[config.mk]
export PLATFORM = sky130hd
export DESIGN_NAME = cdb_arbiter
export DESIGN_NICKNAME = d
export VERILOG_FILES = /design/src/rtl/cdb_arbiter_pkg.sv /design/src/rtl/cdb_arbiter_rr_pick.sv /design/src/rtl/cdb_arbiter.sv
export SDC_FILE = /design/constraint.sdc
export NUM_CORES = 1
export LEC_CHECK = 0
export ABC_CLOCK_PERIOD_IN_PS = 4900
export BUFFER_PORTS_ARGS = -buffer_cell sky130_fd_sc_hd__buf_2
export CELL_PAD_IN_SITES_DETAIL_PLACEMENT = 0
export CELL_PAD_IN_SITES_GLOBAL_PLACEMENT = 1
export CORE_MARGIN = 2
export CORE_UTILIZATION = 43
export DETAILED_ROUTE_END_ITERATION = 16
export PLACE_DENSITY = 0.9
export SLEW_MARGIN = 30
export SYNTH_ARGS = -nofsm -noshare
export SYNTH_HDL_FRONTEND = slang
export SYNTH_SLANG_ARGS = --single-unit
[constraint.sdc]
create_clock -name clock -period 4.9 [get_ports clock]
set_input_delay 0.245 -clock clock [delete_from_list [all_inputs] [get_ports clock]]
set_output_delay 0.245 -clock clock [all_outputs]
set_load 0.005 [all_outputs]
[src/rtl/cdb_arbiter_pkg.sv]
// Shared CDB types and widths used by the result producers, the CDB arbiter and its consumers.
package cdb_arbiter_pkg;

    localparam int XLEN        = 32;
    localparam int ROB_TAG_LEN = 6;
    localparam int NUM_CDB_REQ = 4;

    typedef struct packed {
        logic                   valid;
        logic [ROB_TAG_LEN-1:0] rob_tag;
        logic [XLEN-1:0]        value;
    } cdb_data_t;

endpackage

[src/rtl/cdb_arbiter_rr_pick.sv]
// Combinational circular priority picker: the first set request at or after start, wrapping at N.
module cdb_arbiter_rr_pick #(
    parameter int N = 4,
    parameter int W = $clog2(N)
) (
    input  logic [N-1:0] req,
    input  logic [W-1:0] start,
    output logic [N-1:0] grant,
    output logic [W-1:0] idx,
    output logic         any
);

    logic [W:0] pos;

    always_comb begin
        grant = '0;
        idx   = '0;
        any   = 1'b0;
        pos   = '0;
        for (int k = 0; k < N; k++) begin
            // Wrap by subtraction so N does not have to be a power of two.
            pos = {1'b0, start} + (W+1)'(k);
            if (pos >= (W+1)'(N)) begin
                pos = pos - (W+1)'(N);
            end
            if (!any && req[pos[W-1:0]]) begin
                any             = 1'b1;
                idx             = pos[W-1:0];
                grant[pos[W-1:0]] = 1'b1;
            end
        end
    end

endmodule

[src/rtl/cdb_arbiter.sv]
// Common Data Bus arbiter: one result slot per producer, round-robin pick, registered broadcast.
module cdb_arbiter
    import cdb_arbiter_pkg::*;
#(
    parameter int NUM_REQ = NUM_CDB_REQ
) (
    input  logic                                  clock,
    input  logic                                  reset,
    input  logic [NUM_REQ-1:0]                    req_valid,
    input  logic [NUM_REQ-1:0][ROB_TAG_LEN-1:0]   req_rob_tag,
    input  logic [NUM_REQ-1:0][XLEN-1:0]          req_value,
    output logic [NUM_REQ-1:0]                    req_ready,
    output cdb_data_t                             cdb_data,
    output logic [NUM_REQ-1:0]                    grant,
    output logic                                  busy
);

    localparam int PTR_W = $clog2(NUM_REQ);

    logic [NUM_REQ-1:0]     full;
    logic [ROB_TAG_LEN-1:0] tag_q   [NUM_REQ];
    logic [XLEN-1:0]        value_q [NUM_REQ];
    logic [PTR_W-1:0]       rr_ptr;
    logic [PTR_W-1:0]       grant_idx;
    logic                   grant_any;
    logic [NUM_REQ-1:0]     accept;

    cdb_arbiter_rr_pick #(
        .N (NUM_REQ),
        .W (PTR_W)
    ) u_rr_pick (
        .req   (full),
        .start (rr_ptr),
        .grant (grant),
        .idx   (grant_idx),
        .any   (grant_any)
    );

    // A slot being granted this cycle can take a new result, giving 1 result/cycle per producer.
    assign req_ready = ~full | grant;
    assign accept    = req_valid & req_ready;
    assign busy      = |full;

    always_ff @(posedge clock) begin
        if (reset) begin
            full     <= '0;
            rr_ptr   <= '0;
            cdb_data <= '0;
            for (int i = 0; i < NUM_REQ; i++) begin
                tag_q[i]   <= '0;
                value_q[i] <= '0;
            end
        end else begin
            for (int i = 0; i < NUM_REQ; i++) begin
                if (accept[i]) begin
                    full[i]    <= 1'b1;
                    tag_q[i]   <= req_rob_tag[i];
                    value_q[i] <= req_value[i];
                end else if (grant[i]) begin
                    full[i] <= 1'b0;
                end
            end

            if (grant_any) begin
                rr_ptr   <= (grant_idx == PTR_W'(NUM_REQ-1)) ? '0 : grant_idx + 1'b1;
                cdb_data <= '{valid: 1'b1, rob_tag: tag_q[grant_idx], value: value_q[grant_idx]};
            end else begin
                cdb_data <= '0;
            end
        end
    end

endmodule

# ---- Word-level counts from Yosys, hierarchy flattened
# Memory sizes are Yosys's and may differ from the RTL's.
# Index checks and enable logic that the tools add are counted.
# W data, S select, Z words.
dict set report totals {
  register_bits 45
  ram_bits 152
  input_bits 158
  out_inout_bits 48
  mem_count 2
}
# name words width read_ports rd_ports_with_merged_regs write_ports line_no
set memory_table {}
lappend memory_table {value_q 4 32 1 0 4 cdb_arbiter.sv:22} ;# logic [XLEN-1:0] value_q [NUM_REQ];
lappend memory_table {tag_q 4 6 1 0 4 cdb_arbiter.sv:21} ;# logic [ROB_TAG_LEN-1:0] tag_q [NUM_REQ];
dict set report op_classes {
  addsub 8
  n_lt_le_gt_ge 12
  n_eq_ne 1
  n_mux 64
  bitwise_logic 15
  reduce_logical 16
}
# op count
set ops {}
lappend ops {{$mux W32} 4}
lappend ops {{$mux W39} 1}
lappend ops {{$mux W1} 34}
lappend ops {{$mux W6} 4}
lappend ops {{$mux W2} 9}
lappend ops {{$mux W4} 4}
lappend ops {{$or A4 B4 Y4} 4}
lappend ops {{$lt A2 B3 Y1 const B} 4}
lappend ops {{$ge A3 B3 Y1 const B} 3}
lappend ops {{$bmux W1 S2} 4}
lappend ops {{$demux W1 S2} 4}
lappend ops {{$ge A2 B1 Y1 const B} 4}
lappend ops {{$or A1 B1 Y1} 8}
lappend ops {{$reduce_bool A2 Y1} 4}
lappend ops {{$sub A2 B1 Y2 const B} 4}
lappend ops {{$logic_and A1 B1 Y1} 7}
lappend ops {{$add A2 B2 Y3 const B} 2}
lappend ops {{$and A4 B4 Y4} 1}
lappend ops {{$not A4 Y4} 1}
lappend ops {{$reduce_or A4 Y1} 1}
lappend ops {{$add A2 B1 Y3 const B} 1}
lappend ops {{$ge A2 B3 Y1 const B} 1}
lappend ops {{$logic_not A1 Y1} 3}
lappend ops {{$add A2 B1 Y2 const B} 1}
lappend ops {{other kinds (3)} 3}

# ---- Longest topological paths before layout
# Gate-level depths: netlist of the first run.
dict set report depth {
  depth_word 20
  depth_mapped 12
  depth_no_buf 8
}

# ---- Cells and area by module
# A second synthesis of the first run with hierarchy kept.
dict set report hier_totals {
  hier_cells 605
  hier_area_um2 8838.5
}
# mod instances cells_each area_each_um2 seq_area_each_um2
set modules_own_cells {}
lappend modules_own_cells {cdb_arbiter 1 560 8416.8 5465.2}
lappend modules_own_cells {cdb_arbiter_rr_pick 1 45 421.7 0.0}

# ---- Worst setup path after synthesis of the first run
# Ideal clock, no wire load.
dict set report synth_path {
  kind {reg-to-reg}
  start {reg rr_ptr[0]}
  end {mem tag_q[0][0] (enable)}
  setup_time_ps 394
  arrival_ps 3214
  t_required_ps 4506
  setup_slack_ps 1292
  path_stages_with_launch 11
  path_buffers 2
  path_cell_list {dfxtp_1 -> buf_2 -> inv_1 -> ha_1 -> buf_2 -> mux4_2 -> nor2b_4 -> a22o_1 -> mux2i_1 -> nand3_1 -> a21o_1}
}
# element line_no
set synth_lines {}
lappend synth_lines {{start, declared} cdb_arbiter.sv:23} ;# logic [PTR_W-1:0] rr_ptr;
lappend synth_lines {{start signal, assigned} cdb_arbiter.sv:65} ;# rr_ptr <= (grant_idx == PTR_W'(NUM_REQ-1)) ? '0 : grant_idx + 1'b1;
lappend synth_lines {{end, declared} cdb_arbiter.sv:21}

==> results of run 1 <==
power breakdown:
| group | switching (mW) | internal (mW) |
|---|---|---|
| Sequential | 0.130 | 2.16 |
| Clock | 0.640 | 0.698 |
| Combinational | 0.978 | 0.773 |
| Total | 1.75 | 3.64 |
state kept, by name (all words and copies together), names as in the netlist:
register and count:
full 4, value_q 128, tag_q 24, cdb_data 39
rr_ptr 2
layout make-up:
class | instances | share of cell area, %
timing repair buffer | 213 | 10.8
clock inverter | 12 | 1.10
multi-input combinational | 342 | 26.2
clock buffer | 20 | 4.50
antenna | 2 | 0.0493
inverter | 7 | 0.259
tap | 260 | 3.20
sequential | 197 | 53.8
metal layers:
metal	vias up	global-route usage (%)	part of all wire (%)
met5	-	0	0
met1	2605	26.2	44
met2	195	30.3	47
met4	0	6.81	1.9
li1	2510	-	-
met3	26	4.80	6.8
cell families (layout without fill, tap and decap cells):
logic type,Yosys count,count (layout),synth area share (%)
other cells,0,2,0
fa+ha+maj,6,6,0.899
mux,86,86,10.8
simple gates,180,180,13.2
compound gates,70,70,6.07
flops,197,197,65.5
buf+inv,47,252,3.55
cells in the mapped netlist:
cell and instances:
a2111o_1 1, a211oi_1 1, a21boi_2 1, a21o_1 5, a21oi_1 6, a21oi_4 1
a22o_1 4, a311oi_2 4, and2_1 152, and3_1 1, buf_1 1, buf_2 12
buf_4 6, buf_6 11, clkbuf_1 10, dfxtp_1 45, edfxtp_1 152, ha_1 6
inv_1 7, mux2_2 1, mux2i_1 82, mux2i_4 1, mux4_2 2, nand2_1 8
nand2b_1 1, nand3_1 4, nand3b_1 1, nand4_1 1, nand4b_1 1, nor2_1 5
nor2b_1 1, nor2b_4 1, nor3b_1 2, nor4_1 1, o21a_1 1, o21ai_1 4
o21ai_2 1, o22a_1 1, o22ai_1 39, o311ai_0 1, or4b_1 1
worst max-delay path: cells and delay by family, from the launching register on:
kind,cells,cell delay [ns]
muxes,2,0.78
buffers and inverters,2,0.56
and+or+nand+nor,2,0.44
DFF,1,0.76
AOI/OAI and AO/OA,2,0.72
adders and majority gates,1,0.47
how the worst max path moves through the flow:
stage,startpoint,slack [ns],cells after the start,to
2_1_floorplan,rr_ptr[0],1.29,10,tag_q[0][0]
3_3_place_gp,rr_ptr[0],1.04,9,value_q[3][18]
3_5_place_dp,rr_ptr[0],0.88,9,value_q[3][19]
4_1_cts,rr_ptr[0],0.87,9,value_q[3][19]
5_1_grt,rr_ptr[0],0.59,9,value_q[3][20]
6_report,rr_ptr[0],0.82,9,value_q[1][28]
==> reports/qor_table.md, run 1 <==
| Step | Parameter | Value |
|:---|:---|:---|
| worst hold path | HP Class | in -> reg |
| floorplan | Boundary pin count | 206 |
| critical path | Critical path class | reg -> reg |
| grt | Gr usage total | 19.3% |
| worst hold path | Min-delay src | req_value[95] |
| route | Detailed-routing iteration count for the pre-antenna-repair pass | 4 |
| worst hold path | Hold path cells | 2 |
| cts | Clock latency of the later-clocked register in the worst-skew pair | 0.43 ns |
| placement | Global placement routability congestion | 0.919 |
| grt | Via count of the first global-routing pass | 5254 |
| critical path | Depth of the worst register-to-register path | 9 |
| route | Average wire per cell in the routed design | 18.7 um |
| critical path | Type of origin of the critical path | flip-flop |
| grt | Largest net degree at the start of global routing | 77 |
| grt | First-pass GRT wire length | 29100 um |
| final layout | Final instance area | 0.0102 mm2 |
| critical path | Critical path cell sequence | inv_1 -> ha_1 -> mux4_2 -> nor2b_4 -> a22o_1 -> mux2i_1 -> nand3_1 -> a21o_2 -> buf_4 |
| placement | Placed instance area | 0.00957 mm2 |
| route | Antenna-violating nets left | 0 |
| final layout | Share of the core filled with cells in the final layout | 53.7% |
| placement | Setup WS pre-CTS | 0.880 ns |
| grt | Grt total ovfl | 0 |
| floorplan | Core Footprint | 0.0189 mm2 |
| sta | Clock tree skew after final layout | 0.0133 ns |
| cts | Clock buffer count from CTS | 17 |
| floorplan | Die Height | 143 um |
| cts | Clock-pin slew reported for the worst setup and hold paths after clock tree synthesis | 0.08 ns |
| pwr | Power after layout | 5.38 mW |
| cts | CTS tree | built |
| critical path | Internal reg-to-reg setup slack | 0.82 ns |
| logic synthesis | Leading cell types by total area after synthesis | edfxtp_1 (55%), and2_1 (11%), dfxtp_1 (11%) |
| critical path | RR Startpoint | rr_ptr[0] |
| logic synthesis | Cell accounting for the most synthesized area | edfxtp_1 |
| pwr | Max IR drop VDD | 0.525 mV |
| sta | Final Cycle Share | 83.2% |
| critical path | Critical path peak fanout | 20 |
| route | Total length of routed wires | 19700 um |
| sta | Min cycle time layout | 4.08 ns |
| floorplan | Die W | 143 um |
| logic synthesis | Sequential element share of the synthesized area | 65.5% |
| sta | Maximum frequency from static timing analysis | 245 MHz |
| sta | Setup repair after global routing missed its margin | false |
| sta | Minimum hold slack | 0.0881 ns |
| cts | CTS Root Cell | clkbuf_16 |
| placement | # placed instances | 1019 |
| logic synthesis | Yosys cell types | 41 |
| final layout | Leading cell type in the layout, fill and taps excluded | buf_2 |
| final layout | Area overhead of the layout relative to synthesis | 21.6% |
| cts | Post-cts gate resize count | 0 |
| grt | Number of antenna violations at the first check in global routing | 2 |
| route | Number of design-rule violations left by the first detailed-router iteration | 301 |
| run status | Result of the run | finished, final reports clean |
| final layout | Final-stage net count | 942 |
| floorplan | Die area | 0.0205 mm2 |
| cts | Hold-fix buffers, CTS | 0 |
| sta | Number of endpoints failing setup at the final stage | 0 |
| logic synthesis | Gate Count Post-Synth | 586 |
| critical path | CP Data Required Time | 5.00 ns |
| final layout | Final cell count without fillers | 1053 |
| worst hold path | Hold endpoint | value_q[2][31] |
| logic synthesis | Synthesis Warnings | 0 |
| critical path | Reg-to-reg critical path endpoint | value_q[1][28] |
| critical path | Largest stage delay on the critical path | 0.76 ns |
| sta | Final number of hold-violating endpoints | 0 |
| placement | Total of buffers placed on input and output ports | 205 |
| route | Residual DRC count | 0 |
| critical path | Cell at the slowest stage of the critical path | dfxtp_1 |
| final layout | Fraction of final layout cells sized beyond drive strength 1 | 33.1% |
| critical path | Critical path capture point type | flip-flop |
| floorplan | Initial core utilization | 44.2% |
| route | Detail-routed via count per cell | 5.07 |
| floorplan | Number of placement rows | 50 |
| logic synthesis | Avg Cell Area, Syn | 14.2 um2 |
| sta | Final worst-path setup slack | 0.825 ns |
| cts | Setup Buffers After CTS | 0 |
| pwr | Leakage power | 4.46 nW |
| final layout | Area of combinational cells with multiple inputs | 0.00266 mm2 |
| flow run | Maxcap violations | 0 |
| pwr | Power density over the cells | 530 mW/mm2 |
| sta | Setup TNS | 0 ns |
| final layout | Count of filler cells inserted in the layout | 1641 |
| cts | Count of H-tree levels built during CTS | 4 |
| sta | Max-slew headroom at the worst pin | 38.1% |
| logic synthesis | Summed instance area of the synthesized netlist | 0.00835 mm2 |
| logic synthesis | Net count after synthesis | 750 |
| cts | Maximum buffer depth of the clock tree | 2 |
| logic synthesis | Top-area cell type share of the netlist area | 54.7% |
| final layout | Commonest cells after routing, fill and taps aside | buf_2 (205), and2_1 (152), edfxtp_1 (152) |
| sta | Worst Tran Pin Value | 0.928 ns |
| final layout | Sequential cell area | 0.00547 mm2 |
| critical path | Arrival time at the worst endpoint | 4.18 ns |
| route | Routed via count | 5336 |
| logic synthesis | Number of register bits inferred by synthesis | 197 |
| cts | Clk sinks | 197 |
| sta | Slew Viols, Final | 0 |
| placement | HPWL reported at the end of detailed placement | 13200 um |
No activity file was read; power rests on OpenSTA's default activity.
==> inputs of run 2 (changes only) <==
--- a/config.mk
+++ b/config.mk
@@ -5,14 +5,15 @@
 export SDC_FILE = /design/constraint.sdc
 export NUM_CORES = 1
 export LEC_CHECK = 0
-export ABC_CLOCK_PERIOD_IN_PS = 4900
+export ABC_AREA = 1
+export ABC_CLOCK_PERIOD_IN_PS = 3950
 export BUFFER_PORTS_ARGS = -buffer_cell sky130_fd_sc_hd__buf_2
 export CELL_PAD_IN_SITES_DETAIL_PLACEMENT = 0
 export CELL_PAD_IN_SITES_GLOBAL_PLACEMENT = 1
 export CORE_MARGIN = 2
-export CORE_UTILIZATION = 43
+export CORE_UTILIZATION = 42
 export DETAILED_ROUTE_END_ITERATION = 16
-export PLACE_DENSITY = 0.9
+export PLACE_DENSITY = 0.91
 export SLEW_MARGIN = 30
 export SYNTH_ARGS = -nofsm -noshare
 export SYNTH_HDL_FRONTEND = slang
==> constraint.sdc (replaced) <==
create_clock -name clock -period 3.95 [get_ports clock]
set_input_delay 0.1975 -clock clock [delete_from_list [all_inputs] [get_ports clock]]
set_output_delay 0.1975 -clock clock [all_outputs]
set_load 0.005 [all_outputs]
==> reports/qor_table.md, run 2 <==
| Step | Parameter | Value |
|:---|:---|:---|
| logic synthesis | Top-area cell type share of the netlist area | 45.9% |
| critical path | Internal reg-to-reg setup slack | 0.73 ns |
| flow run | Maxcap violations | 0 |
| sta | Clock tree skew after final layout | 0.0118 ns |
| placement | # placed instances | 1540 |
| grt | Via count of the first global-routing pass | 6923 |
| critical path | Critical path capture point type | flip-flop |
| cts | Clk sinks | 197 |
| sta | Max-slew headroom at the worst pin | 42.1% |
| critical path | Critical path class | reg -> reg |
| grt | Number of antenna violations at the first check in global routing | 0 |
| critical path | RR Startpoint | rr_ptr[0] |
| logic synthesis | Gate Count Post-Synth | 1056 |
| floorplan | Die Height | 158 um |
| floorplan | Die W | 158 um |
| pwr | Leakage power | 5.77 nW |
| critical path | Depth of the worst register-to-register path | 13 |
| sta | Min cycle time layout | 3.22 ns |
| route | Average wire per cell in the routed design | 15.0 um |
| logic synthesis | Avg Cell Area, Syn | 9.41 um2 |
| final layout | Count of filler cells inserted in the layout | 2189 |
| placement | Total of buffers placed on input and output ports | 205 |
| run status | Result of the run | finished, final reports clean |
| final layout | Sequential cell area | 0.00547 mm2 |
| critical path | Type of origin of the critical path | flip-flop |
| placement | Global placement routability congestion | 0.819 |
| sta | Final number of hold-violating endpoints | 0 |
| critical path | Critical path cell sequence | inv_6 -> ha_1 -> inv_1 -> nand3_1 -> nand2_2 -> o21ai_2 -> nand2_1 -> nand2_4 -> nand2_4 -> buf_12 -> nand2_1 -> nand3_1 -> a21oi_1 |
| route | Number of design-rule violations left by the first detailed-router iteration | 464 |
| critical path | Cell at the slowest stage of the critical path | dfxtp_1 |
| final layout | Area of combinational cells with multiple inputs | 0.00302 mm2 |
| critical path | Family of cells with the greatest summed delay on the critical path | simple AND/OR/NAND/NOR gates |
| logic synthesis | Yosys cell types | 30 |
| sta | Setup repair after global routing missed its margin | false |
| cts | Maximum buffer depth of the clock tree | 2 |
| route | Antenna-violating nets left | 0 |
| worst hold path | Hold path cells | 2 |
| final layout | Biggest registers after layout | value_q: 128 flops, cdb_data: 39 flops, tag_q: 24 flops |
| worst hold path | Min-delay src | reset |
| worst hold path | Hold endpoint | full[1] |
| sta | Slew Viols, Final | 0 |
| critical path | Reg-to-reg critical path endpoint | cdb_data[28] |
| final layout | Share of the core filled with cells in the final layout | 50.4% |
| logic synthesis | List of most frequent post-synthesis cells | inv_1 (275), edfxtp_1 (152), nand3_1 (122) |
| final layout | Largest register FFs | 128 |
| final layout | Ant. Diodes | 0 |
| grt | Gr usage total | 19.3% |
| logic synthesis | Async set-reset flop share out of synthesis | 0% |
| final layout | Fraction of final layout cells sized beyond drive strength 1 | 30.3% |
| critical path | Arrival time at the worst endpoint | 3.57 ns |
| placement | Placed instance area | 0.0112 mm2 |
| sta | Worst Tran Pin Value | 0.867 ns |
| logic synthesis | Most frequent cell after synthesis | inv_1 |
| final layout | Commonest cells after routing, fill and taps aside | inv_1 (274), buf_2 (205), edfxtp_1 (152) |
| placement | HPWL reported at the end of detailed placement | 16100 um |
| critical path | CP Data Required Time | 4.30 ns |
| floorplan | Initial core utilization | 42.6% |
| logic synthesis | Summed instance area of the synthesized netlist | 0.00994 mm2 |
| critical path | Count of buffering cells on the critical path with inverters included | 3 |
| grt | Largest net degree at the start of global routing | 79 |
| worst hold path | HP Class | in -> reg |
| sta | Number of endpoints failing setup at the final stage | 0 |
| route | Detailed-routing iteration count for the pre-antenna-repair pass | 5 |
| final layout | Final cell count without fillers | 1572 |
| cts | Setup Buffers After CTS | 0 |
| floorplan | Die area | 0.0249 mm2 |
| floorplan | Boundary pin count | 206 |
| logic synthesis | Number of register bits inferred by synthesis | 197 |
| route | Detail-routed via count per cell | 4.63 |
| cts | Clock buffer count from CTS | 17 |
| logic synthesis | Sequential element share of the synthesized area | 55.0% |
| pwr | Power after layout | 8.33 mW |
| critical path | Largest stage delay on the critical path | 0.66 ns |
| grt | First-pass GRT wire length | 36000 um |
| cts | Hold-fix buffers, CTS | 0 |
| logic synthesis | Net count after synthesis | 1220 |
| pwr | Max IR drop VDD | 0.609 mV |
| sta | Final worst-path setup slack | 0.731 ns |
| cts | CTS Root Cell | clkbuf_16 |
| final layout | Final instance area | 0.0118 mm2 |
| final layout | Final-stage net count | 1404 |
| cts | Post-cts gate resize count | 0 |
| placement | Setup WS pre-CTS | 0.762 ns |
| route | Residual DRC count | 0 |
| floorplan | Core Footprint | 0.0233 mm2 |
| floorplan | Number of placement rows | 56 |
| logic synthesis | Leading cell types by total area after synthesis | edfxtp_1 (46%), inv_1 (10%), dfxtp_1 (9.1%) |
| route | Total length of routed wires | 23600 um |
| logic synthesis | Cell accounting for the most synthesized area | edfxtp_1 |
| cts | Count of H-tree levels built during CTS | 4 |
| cts | CTS tree | built |
| pwr | Power density over the cells | 708 mW/mm2 |
| grt | Grt total ovfl | 0 |
| cts | Clock latency of the later-clocked register in the worst-skew pair | 0.44 ns |
| cts | Clock-pin slew reported for the worst setup and hold paths after clock tree synthesis | 0.08 ns |
| sta | Minimum hold slack | 0.0151 ns |
| logic synthesis | Synthesis Warnings | 0 |
| sta | Final Cycle Share | 81.5% |
| sta | Maximum frequency from static timing analysis | 311 MHz |
| final layout | Biggest register | value_q |
| logic synthesis | Post-synth top flop | edfxtp_1 |
| critical path | Critical path peak fanout | 42 |
| route | Routed via count | 7274 |
| sta | Setup TNS | 0 ns |
| logic synthesis | EDFF count, synth | 152 |
| final layout | Area overhead of the layout relative to synthesis | 18.3% |
| final layout | Leading cell type in the layout, fill and taps excluded | inv_1 |
run 2: cell types whose count changed after synthesis, moves of 34 or more:
cell      delta
nand2_1    +109
nor2_1      +70
a21oi_1     +37
nor2_2      +34
inv_1      +268
nor2_4      +48
and2_1     -152
nand3b_1    +37
mux2i_1     -82
o22ai_1     -39
nand3_1    +118
run 2: report_power, final:
group          switching [mW]  internal (mW)
combinational            2.55           1.20
clock                   0.853          0.849
sequential              0.158           2.72
total                    3.56           4.77
run 2: worst reg2reg max path: stages, from the launching register on:
cell     delay (ns)
dfxtp_1        0.66
inv_6          0.11
ha_1           0.41
inv_1          0.10
nand3_1        0.10
nand2_2        0.09
o21ai_2        0.11
nand2_1        0.09
nand2_4        0.40
nand2_4        0.38
buf_12         0.32
nand2_1        0.12
nand3_1        0.08
a21oi_1        0.19
run 2: logic make-up (layout without fill, tap and decap cells):
| kind of cell | count (synthesis) | count (layout) | share of synthesized area [%] |
|---|---|---|---|
| buffers and inverters | 337 | 534 | 15.0 |
| DFF | 197 | 197 | 55.0 |
| and+or+nand+nor | 464 | 464 | 26.4 |
| AOI/OAI and AO/OA | 52 | 52 | 2.86 |
| adders and majority gates | 6 | 6 | 0.755 |
run 2: area by class of cell:
type | count | area share (%)
Tap cell | 319 | 3.39
Clock buffer | 17 | 3.62
Inverter | 284 | 9.14
Multi-Input combinational cell | 522 | 25.7
Sequential cell | 197 | 46.5
Clock inverter | 15 | 1.31
Timing Repair Buffer | 218 | 10.4
run 2: per-layer routing:
metal | global-route usage (%) | part of all wire [%] | up-vias
li1 | - | - | 3606
met1 | 23.5 | 41 | 3399
met2 | 34.5 | 52 | 245
met3 | 3.78 | 5.6 | 24
met4 | 5.54 | 1.4 | 0
met5 | 0 | 0 | -
run 2: worst max path at each step:
stage               depth (start not counted)       from  slack (ns)       endpoint
floorplan                                  13  rr_ptr[0]        0.97    tag_q[3][0]
global placement                           13  rr_ptr[0]        0.83  value_q[0][1]
detailed placement                         13  rr_ptr[0]        0.76    tag_q[0][5]
CTS                                        13  rr_ptr[0]        0.74    tag_q[0][5]
global route                               13  rr_ptr[0]        0.45   cdb_data[28]
finish                                     13  rr_ptr[0]        0.73   cdb_data[28]
==> inputs of run 3 (changes only) <==
--- a/config.mk
+++ b/config.mk
@@ -6,7 +6,7 @@
 export NUM_CORES = 1
 export LEC_CHECK = 0
 export ABC_AREA = 1
-export ABC_CLOCK_PERIOD_IN_PS = 3950
+export ABC_CLOCK_PERIOD_IN_PS = 3100
 export BUFFER_PORTS_ARGS = -buffer_cell sky130_fd_sc_hd__buf_2
 export CELL_PAD_IN_SITES_DETAIL_PLACEMENT = 0
 export CELL_PAD_IN_SITES_GLOBAL_PLACEMENT = 1
==> constraint.sdc (replaced) <==
create_clock -name clock -period 3.1 [get_ports clock]
set_input_delay 0.155 -clock clock [delete_from_list [all_inputs] [get_ports clock]]
set_output_delay 0.155 -clock clock [all_outputs]
set_load 0.005 [all_outputs]
==> reports/qor_table.md, run 3 (same netlist as run 2, synthesis figures left out) <==
| Step | Parameter | Value |
|:---|:---|:---|
| run status | Result of the run | finished, final reports clean |
| final layout | Biggest registers after layout | value_q: 128 flops, cdb_data: 39 flops, tag_q: 24 flops |
| sta | Min cycle time layout | 2.72 ns |
| grt | Largest net degree at the start of global routing | 79 |
| route | Residual DRC count | 0 |
| cts | Maximum buffer depth of the clock tree | 2 |
| floorplan | Boundary pin count | 206 |
| worst hold path | Hold path cells | 3 |
| final layout | Ant. Diodes | 0 |
| sta | Slew Viols, Final | 0 |
| critical path | Type of origin of the critical path | flip-flop |
| critical path | Critical path launch point | rr_ptr[1] |
| placement | Total of buffers placed on input and output ports | 205 |
| final layout | Biggest register | value_q |
| sta | Number of endpoints failing setup at the final stage | 0 |
| sta | Clock tree skew after final layout | 0.0113 ns |
| floorplan | Die W | 158 um |
| pwr | Power density over the cells | 905 mW/mm2 |
| floorplan | Core Footprint | 0.0233 mm2 |
| cts | Post-cts gate resize count | 0 |
| cts | CTS tree | built |
| pwr | Leakage power | 5.82 nW |
| sta | Final number of hold-violating endpoints | 0 |
| grt | First-pass GRT wire length | 36000 um |
| route | Total length of routed wires | 23000 um |
| critical path | Critical path capture point type | flip-flop |
| sta | Minimum hold slack | 0.0237 ns |
| sta | Setup repair after global routing missed its margin | false |
| final layout | Largest register FFs | 128 |
| placement | Placed instance area | 0.0113 mm2 |
| sta | Setup TNS | 0 ns |
| critical path | Critical path class | reg -> reg |
| grt | Gr usage total | 18.8% |
| cts | Clock-pin slew reported for the worst setup and hold paths after clock tree synthesis | 0.08 ns |
| final layout | Final cell count without fillers | 1583 |
| final layout | Leading cell type in the layout, fill and taps excluded | inv_1 |
| final layout | Fraction of final layout cells sized beyond drive strength 1 | 30.6% |
| route | Detailed-routing iteration count for the pre-antenna-repair pass | 5 |
| floorplan | Die area | 0.0249 mm2 |
| route | Routed via count | 7203 |
| grt | Grt total ovfl | 0 |
| critical path | RR Startpoint | rr_ptr[1] |
| placement | Setup WS pre-CTS | 0.434 ns |
| critical path | Reg-to-reg critical path endpoint | cdb_data[10] |
| route | Average wire per cell in the routed design | 14.5 um |
| final layout | Area overhead of the layout relative to synthesis | 19.2% |
| sta | Final worst-path setup slack | 0.380 ns |
| route | Detail-routed via count per cell | 4.55 |
| critical path | CP Data Required Time | 3.44 ns |
| critical path | Arrival time at the worst endpoint | 3.06 ns |
| placement | Global placement routability congestion | 0.820 |
| route | Number of design-rule violations left by the first detailed-router iteration | 386 |
| critical path | Depth of the worst register-to-register path | 12 |
| floorplan | Die Height | 158 um |
| grt | Via count of the first global-routing pass | 6968 |
| final layout | Final instance area | 0.0118 mm2 |
| cts | Clock buffer count from CTS | 17 |
| placement | HPWL reported at the end of detailed placement | 15500 um |
| cts | Clock latency of the later-clocked register in the worst-skew pair | 0.43 ns |
| flow run | Maxcap violations | 0 |
| critical path | Critical path peak fanout | 39 |
| sta | Max-slew headroom at the worst pin | 39.4% |
| sta | Final Cycle Share | 87.7% |
| cts | Count of H-tree levels built during CTS | 4 |
| final layout | Count of filler cells inserted in the layout | 2146 |
| sta | Worst Tran Pin Value | 0.910 ns |
| pwr | Max IR drop VDD | 0.770 mV |
| grt | Number of antenna violations at the first check in global routing | 0 |
| floorplan | Number of placement rows | 56 |
| floorplan | Initial core utilization | 42.6% |
| route | Antenna-violating nets left | 0 |
| worst hold path | HP Class | in -> reg |
| final layout | Final-stage net count | 1415 |
| cts | CTS Root Cell | clkbuf_16 |
| worst hold path | Hold endpoint | value_q[2][2] |
| worst hold path | Min-delay src | req_value[66] |
| critical path | Internal reg-to-reg setup slack | 0.38 ns |
| final layout | Commonest cells after routing, fill and taps aside | inv_1 (274), buf_2 (205), edfxtp_1 (152) |
| cts | Clk sinks | 197 |
| placement | # placed instances | 1548 |
| sta | Maximum frequency from static timing analysis | 368 MHz |
## run 3: changes by cell type in the layout (fill, tap and decap cells not counted), sizes merged
| cell | previous run | this run |
|---|---|---|
| buf | 218 | 226 |
| dlygate4sd3 | 0 | 3 |
| clkbuf | 17 | 18 |
| clkinv | 6 | 7 |
| clkinvlp | 1 | 0 |
| inv | 292 | 291 |
## run 3: report_power, final
part | internal (mW) | switching (mW) | total (mW) | leakage [nW]
registers | 3.47 | 0.185 | 3.65 | 2.02
logic | 1.65 | 3.28 | 4.93 | 3.51
clock network | 1.07 | 1.06 | 2.14 | 0.282
total | 6.19 | 4.53 | 10.7 | 5.82
## run 3: worst max-delay path: stages (launching register included)
cell	delay [ns]
dfxtp_1	0.50
inv_2	0.13
ha_1	0.41
inv_1	0.10
nand3_1	0.10
nand2_2	0.08
nor2_4	0.12
nand3_2	0.11
nand3_2	0.10
nand2_4	0.05
inv_2	0.61
nand3_1	0.17
a21oi_1	0.16
## run 3: worst max-delay path by stage
stage                         to  slack, ns  cells after the start
CTS                 cdb_data[16]       0.42                     12
finish              cdb_data[10]       0.38                     12
global route        cdb_data[10]       0.11                     12
global placement    cdb_data[14]       0.49                     12
detailed placement  cdb_data[35]       0.43                     12
floorplan            tag_q[3][0]       0.12                     13
## run 3: metrics by stage
| stage | utilization, % | total power, mW |
|---|---|---|
| finish | 50.8 | 10.7 |
| global route | 50.8 | 11.5 |
| CTS | 50.8 | 10.8 |
| detailed placement | 48.2 | 8.70 |
| global placement | 48.2 | 8.64 |
| floorplan | - | 7.38 |
## run 3: final cells by class
cell class | instances | area [um2] | share of cell area [%]
sequential | 197 | 5470 | 46.1
multi-input combinational | 522 | 3020 | 25.5
timing repair buffer | 229 | 1330 | 11.2
inverter | 284 | 1070 | 9.07
clock buffer | 18 | 429 | 3.62
tap | 319 | 399 | 3.37
clock inverter | 14 | 138 | 1.16
## run 3: what timing repair did
action / in CTS / in global routing
setup buffers: 0 / 0
endpoints found under the hold margin: 6 / 0
hold buffers: 3 / 0
## run 3: layer usage
layer / global-route usage [%] / wire length [um]
met5: 0 / 0
met1: 24.5 / 9950
met3: 3.04 / 1260
met2: 32.7 / 11600
met4: 4.59 / 170
